File: src/rtl/cache_arb_pkg.sv
// Shared types and constants for the I-cache / D-cache memory port arbiter.
package cache_arb_pkg;

    typedef enum logic {
        OWN_INST = 1'b0,
        OWN_DATA = 1'b1
    } owner_t;

    typedef enum logic {
        IDLE,
        LOCKED
    } arb_state_t;

    localparam logic [1:0] SZ_BYTE = 2'b00;
    localparam logic [1:0] SZ_HALF = 2'b01;
    localparam logic [1:0] SZ_WORD = 2'b10;

endpackage

File: src/rtl/cache_arb_order_fifo.sv
// In-order owner queue: remembers which cache issued each accepted transaction.
module cache_arb_order_fifo
    import cache_arb_pkg::*;
#(
    parameter int unsigned DEPTH = 2
) (
    input  logic   clk,
    input  logic   rst,
    input  logic   push,
    input  owner_t push_owner,
    input  logic   pop,
    output owner_t head,
    output logic   full,
    output logic   empty
);

    localparam int unsigned PTR_W = (DEPTH > 1) ? $clog2(DEPTH) : 1;
    localparam int unsigned CNT_W = $clog2(DEPTH + 1);

    owner_t           slots [DEPTH];
    logic [PTR_W-1:0] wr_ptr;
    logic [PTR_W-1:0] rd_ptr;
    logic [CNT_W-1:0] count;
    logic             do_push;
    logic             do_pop;

    function automatic logic [PTR_W-1:0] ptr_inc(input logic [PTR_W-1:0] p);
        return (p == PTR_W'(DEPTH - 1)) ? '0 : p + 1'b1;
    endfunction

    always_comb begin
        full    = (count == CNT_W'(DEPTH));
        empty   = (count == '0);
        do_push = push && !full;
        do_pop  = pop && !empty;
        head    = slots[rd_ptr];
    end

    always_ff @(posedge clk) begin
        if (do_push) begin
            slots[wr_ptr] <= push_owner;
        end
    end

    always_ff @(posedge clk) begin
        if (rst) begin
            wr_ptr <= '0;
            rd_ptr <= '0;
            count  <= '0;
        end else begin
            if (do_push) begin
                wr_ptr <= ptr_inc(wr_ptr);
            end
            if (do_pop) begin
                rd_ptr <= ptr_inc(rd_ptr);
            end
            case ({do_push, do_pop})
                2'b10:   count <= count + 1'b1;
                2'b01:   count <= count - 1'b1;
                default: count <= count;
            endcase
        end
    end

endmodule

File: src/rtl/cache_mem_arbiter.sv
// Shares one sram-like memory port between I-cache and D-cache, routing responses in order.
// Define CACHE_ARB_RR_EN for round-robin on simultaneous requests (default: data has priority).
module cache_mem_arbiter
    import cache_arb_pkg::*;
#(
    parameter int unsigned OUTSTANDING_DEPTH = 2
) (
    input  logic        clk,
    input  logic        rst,

    input  logic        inst_req,
    input  logic        inst_wr,
    input  logic [1:0]  inst_size,
    input  logic [31:0] inst_addr,
    input  logic [31:0] inst_wdata,
    output logic [31:0] inst_rdata,
    output logic        inst_addr_ok,
    output logic        inst_data_ok,

    input  logic        data_req,
    input  logic        data_wr,
    input  logic [1:0]  data_size,
    input  logic [31:0] data_addr,
    input  logic [31:0] data_wdata,
    output logic [31:0] data_rdata,
    output logic        data_addr_ok,
    output logic        data_data_ok,

    output logic        mem_req,
    output logic        mem_wr,
    output logic [1:0]  mem_size,
    output logic [31:0] mem_addr,
    output logic [31:0] mem_wdata,
    input  logic [31:0] mem_rdata,
    input  logic        mem_addr_ok,
    input  logic        mem_data_ok
);

    arb_state_t state;
    owner_t     lock_owner;
    owner_t     sel;
    owner_t     pair_winner;
    owner_t     head;
    logic       sel_valid;
    logic       q_full;
    logic       q_empty;
    logic       addr_hs;
    logic       resp_hs;

`ifdef CACHE_ARB_RR_EN
    owner_t     last_grant;

    always_comb pair_winner = (last_grant == OWN_INST) ? OWN_DATA : OWN_INST;
`else
    always_comb pair_winner = OWN_DATA;
`endif

    // Once a grant is presented without addr_ok, the port stays with that owner.
    always_comb begin
        sel       = OWN_DATA;
        sel_valid = 1'b0;
        if (state == LOCKED) begin
            sel       = lock_owner;
            sel_valid = 1'b1;
        end else if (inst_req && data_req) begin
            sel       = pair_winner;
            sel_valid = 1'b1;
        end else if (data_req) begin
            sel       = OWN_DATA;
            sel_valid = 1'b1;
        end else if (inst_req) begin
            sel       = OWN_INST;
            sel_valid = 1'b1;
        end
    end

    always_comb begin
        mem_req   = sel_valid && !q_full;
        mem_wr    = (sel == OWN_DATA) ? data_wr    : inst_wr;
        mem_size  = (sel == OWN_DATA) ? data_size  : inst_size;
        mem_addr  = (sel == OWN_DATA) ? data_addr  : inst_addr;
        mem_wdata = (sel == OWN_DATA) ? data_wdata : inst_wdata;

        addr_hs      = mem_req && mem_addr_ok;
        inst_addr_ok = addr_hs && (sel == OWN_INST);
        data_addr_ok = addr_hs && (sel == OWN_DATA);

        resp_hs      = mem_data_ok && !q_empty;
        inst_data_ok = resp_hs && (head == OWN_INST);
        data_data_ok = resp_hs && (head == OWN_DATA);

        inst_rdata   = mem_rdata;
        data_rdata   = mem_rdata;
    end

    always_ff @(posedge clk) begin
        if (rst) begin
            state      <= IDLE;
            lock_owner <= OWN_DATA;
`ifdef CACHE_ARB_RR_EN
            last_grant <= OWN_INST;
`endif
        end else begin
            case (state)
                IDLE: begin
                    if (mem_req && !mem_addr_ok) begin
                        state      <= LOCKED;
                        lock_owner <= sel;
                    end
                end
                LOCKED: begin
                    if (addr_hs) begin
                        state <= IDLE;
                    end
                end
                default: state <= IDLE;
            endcase
`ifdef CACHE_ARB_RR_EN
            if (addr_hs) begin
                last_grant <= sel;
            end
`endif
        end
    end

    cache_arb_order_fifo #(
        .DEPTH (OUTSTANDING_DEPTH)
    ) u_order_fifo (
        .clk        (clk),
        .rst        (rst),
        .push       (addr_hs),
        .push_owner (sel),
        .pop        (resp_hs),
        .head       (head),
        .full       (q_full),
        .empty      (q_empty)
    );

endmodule

File: config.mk
export PLATFORM = sky130hd
export DESIGN_NAME = cache_mem_arbiter
export DESIGN_NICKNAME = d
export VERILOG_FILES = /design/src/rtl/cache_arb_pkg.sv /design/src/rtl/cache_arb_order_fifo.sv /design/src/rtl/cache_mem_arbiter.sv
export SDC_FILE = /design/constraint.sdc
export NUM_CORES = 1
export LEC_CHECK = 0
export CORE_AREA = 2 2 121 123
export CTS_CLUSTER_DIAMETER = 80
export DETAILED_ROUTE_END_ITERATION = 6
export DIE_AREA = 0 0 123 125
export HOLD_SLACK_MARGIN = 0.12
export PLACE_DENSITY_LB_ADDON = 0.15
export RECOVER_POWER = 50
export SKIP_CTS_REPAIR_TIMING = 1
export SLEW_MARGIN = 20
export SYNTH_ARGS = -nofsm -noshare
export SYNTH_HDL_FRONTEND = slang
export SYNTH_HIERARCHICAL = 1
export SYNTH_SLANG_ARGS = --single-unit
File: constraint.sdc
create_clock -name clk -period 2.4 [get_ports clk]
set_clock_uncertainty 0.05 [all_clocks]
set_input_delay 0.24 -clock clk [delete_from_list [all_inputs] [get_ports clk]]
set_output_delay 0.24 -clock clk [all_outputs]
set_load 0.03 [all_outputs]
==> impl.org <==
** Floorplanning
- The initial utilization of the core area, before any placement, comes to 0.1257.
- Overall die area :: 0.01538 mm^2
- Measured along the y axis, the die boundary spans 125 um.
- IO Pins :: 308
- The region available for standard cell placement spans 0.01420 mm^2.
- Number of rows created at floorplan :: 44
- Die span in x :: 123 um

** Timing
- The count of pins over their slew limit came to 0.
- The worst path in the final design needs a cycle of 2.270 ns, including I/O delays and setup.
- Setup violations remaining at the end of the flow were counted as 0.
- Final clock period utilization by the worst path :: 0.9457
- In the final timing run, aggregate negative setup slack is 0 ns.
- Final hold viol count :: 0
- Hold Slack :: 0.4300 ns
- Derived from the worst setup path, the maximum achievable clock frequency is 0.4406 GHz.
- Worst max-slew margin expressed relative to the limit :: 0.7748
- Setup repair after global routing left no endpoint under its margin.
- For the pin with the worst max-slew slack, the measured transition is 0.3372 ns.

** Power
- Switching part of the total :: 0.3809
- Sw power :: 614.3 uW
- Power share of the clock group :: 0.181
- Maximum resistive drop on vdd :: 170.8 uV
- Seq pwr share :: 0.136
- The analysis attributes to cell leakage a power of 0.001764 uW.
- Int Pwr :: 998.6 uW
- Combinational share of power :: 0.683
- Power density normalized to cell area :: 429.0 mW/mm^2

** Global route
- Summed over all layers, the global routing overflow is 0.
- Entering global routing, the biggest net connects 35 pins.
- Overall Global Routing Usage :: 0.09555
- The number of global-route vias before repair came to roughly 1900.
- First-pass GRT wire length :: 11.09 mm
- Initial antenna violation count :: 0

** Setup path
- Reg2Reg Setup Slack :: around 0.35 ns
- The largest single stage delay on the critical path is just over 0.4 ns.
- Highest fanout seen on the critical path :: 10
- The worst setup path is captured at a primary output.
- Type of the worst setup path :: input pin to primary output
- Cell breakdown of the critical path :: clkdlybuf4s50_1 > nand2b_1 > o21ai_4 > buf_6 > buf_4 > mux2_2 > buf_4
- STA puts the critical path data required time at 2.11 ns.
- STA classifies the critical path startpoint as an input pin.
- Data arrival at the endpoint of the critical path :: 1.98 ns
- Most Frequent Cell on Critical Path :: sky130_fd_sc_hd__buf_4
- Slowest cell on the critical path :: sky130_fd_sc_hd__clkdlybuf4s50_1

** Drt
- In the routed design, unresolved DRC markers number 0.
- Number of design-rule violations left by the first detailed-router iteration :: 28
- Via density per instance :: about 3.5
- Before antenna repair, the detailed router went through 4 iterations.
- Routed via count :: 1847
- Summed over all layers, the routed wires come to between 8 and 9 mm.
- Post-DR wirelength/cell :: between 15 and 20 um
- Antenna Violating Nets Remaining :: 0

** Synthesis
- Synthesized-area fraction occupied by ao, oa, aoi and oai cells :: 0.03574
- Simple-gate share of the synthesized area :: 0.06938
- Of the total synthesized cell area, the portion taken by full adders, half adders and majority gates is 0.007008.
- Number of warning messages in the yosys log :: 6
- For this run, the register share of the synthesized area comes to 0.1121.
- Gate count of the mapped netlist :: approximately 190
- Post-Synth XOR/XNOR Area :: 0.01472
- In this run, synthesis inferred 2 flip-flops with an integrated enable.
- Number of library cell types mapped by synthesis :: 27
- #FFs+latches synth :: 9
- The cell area that synthesis handed to floorplanning was between 0.0015 and 0.002 mm^2.
- After synthesis, the share of cell area in mux cells is 0.4457.
- Dominant register cell in the synthesized netlist :: sky130_fd_sc_hd__dfxtp_1
- Syn Nets :: 362
- Share of synthesized flip-flops with an asynchronous set or reset :: 0
- After synthesis, the largest family of logic cells by area is multiplexers.
- Mean instance size in the synthesized netlist :: 9.447 um^2

** Placed design
- DP HPWL :: 7.001 mm
- During placement, the flow inserted port buffers numbering 211.
- Global placer's final weighted congestion :: 0.8460

** Cells and area
- The area growth from synthesis to layout is 110.6%.
- Top library cells by usage in the layout, fill and taps aside :: 141 x sky130_fd_sc_hd__clkdlybuf4s50_1, 60 x sky130_fd_sc_hd__mux2_2, 40 x sky130_fd_sc_hd__dlymetal6s2s_1, 34 x sky130_fd_sc_hd__buf_4
- Of the cells placed in the final design, the portion with a size suffix greater than 1 is 0.3294.
- Diode insertion count for antenna repair :: 0
- The net count of the finished layout is about 510.
- At the end of the flow the core is filled with cells to 0.2647.
- Leading cell type in the layout, fill and taps excluded :: sky130_fd_sc_hd__clkdlybuf4s50_1
- The filler cells instantiated in the layout total 1517.

** Min path
- The tightest min-delay check is of the input pin to primary output type.

** Clock network
- The clock passes through at most 2 buffers.
- TritonCTS built the clock tree.
- The number of clock buffers added by TritonCTS is 3.
- The later pin in the worst-skew pair is clocked with a latency of 0.23 ns.
- Number of H-tree levels :: 1
- CTS placed an instance of sky130_fd_sc_hd__clkbuf_16 at the clock tree root.
- Number of clock sinks :: 9

** Outcome
- Result of the run :: finished, final reports clean

** Run
- Maxcap violations :: 0
[layer usage]
| layer | part of all wire | track usage |
|---|---|---|
| met5 | 0 | 0 |
| met4 | 0.028 | 0.03743 |
| met3 | 0.12 | 0.02053 |
| met2 | 0.54 | 0.1859 |
| met1 | 0.31 | 0.09624 |
[worst max-delay path, delay by kind of cell]
family,cells,cell delay (ns)
muxes,1,0.37
and+or+nand+nor,1,0.18
AOI/OAI and AO/OA,1,0.19
buffers and inverters,4,0.98
[worst paths after layout]
kind	from	to	cells past startpoint
setup / recovery	data_req	mem_wdata[9]	7
hold / removal	mem_rdata[0]	data_rdata[0]	0
setup reg to reg	u_order_fifo/count[0]$_SDFFE_PP0P_	u_order_fifo/count[1]$_SDFFE_PP0P_	9
hold reg to reg	u_order_fifo/wr_ptr$_SDFFE_PP0N_	u_order_fifo/wr_ptr$_SDFFE_PP0N_	2
[per-stage QoR]
step	setup WS (ns)	power, uW	cells	area (um^2)
final	0.1303	1613	524	3760
after global placement	-0.1396	1347	521	3583
after floorplan	0.5938	1042	189	1785
after CTS	-0.1696	1653	525	3664
after detailed placement	-0.1641	1351	521	3583
after global routing	0.02047	1704	524	3760
[power groups by stage]
stage                     Clock [uW]  Sequential [uW]  Combinational, uW
after floorplan                    0              216                826
after global placement             0              222               1120
after detailed placement           0              222               1130
after CTS                        299              219               1130
after global routing             309              223               1170
final                            292              219               1100
[logic make-up (layout without fill, tap and decap cells)]
logic type      after synthesis  after routing
flops                         9              9
simple gates                 24             24
fa+ha+maj                     1              1
compound gates                8              8
mux                          68             68
buf+inv                      76            227
xor+xnor                      3              3
[Yosys cell counts (all sizes together) (2+ instances only)]
master | instances | area [um^2]
nor2b | 3 | 18.77
dfxtp | 7 | 140.1
buf | 71 | 544.3
nor2 | 8 | 30.03
nor3 | 3 | 15.01
nand2b | 4 | 27.53
xnor2 | 2 | 17.52
edfxtp | 2 | 60.06
mux2 | 68 | 795.8
inv | 5 | 18.77
or3 | 2 | 12.51
o21ai | 3 | 26.28
nand2 | 2 | 7.510
a21oi | 2 | 10.01
[area by class of cell]
| class | instances | area [um^2] | share of cell area |
|---|---|---|---|
| Sequential cell | 9 | 200.2 | 0.05324 |
| Multi-Input combinational cell | 104 | 1022 | 0.2719 |
| Inverter | 5 | 18.77 | 0.004992 |
| Clock inverter | 1 | 5.005 | 0.001331 |
| Tap cell | 184 | 230.2 | 0.06123 |
| Timing Repair Buffer | 218 | 2208 | 0.5874 |
| Clock buffer | 3 | 75.07 | 0.01997 |
Power figures use the tool's default switching activity.
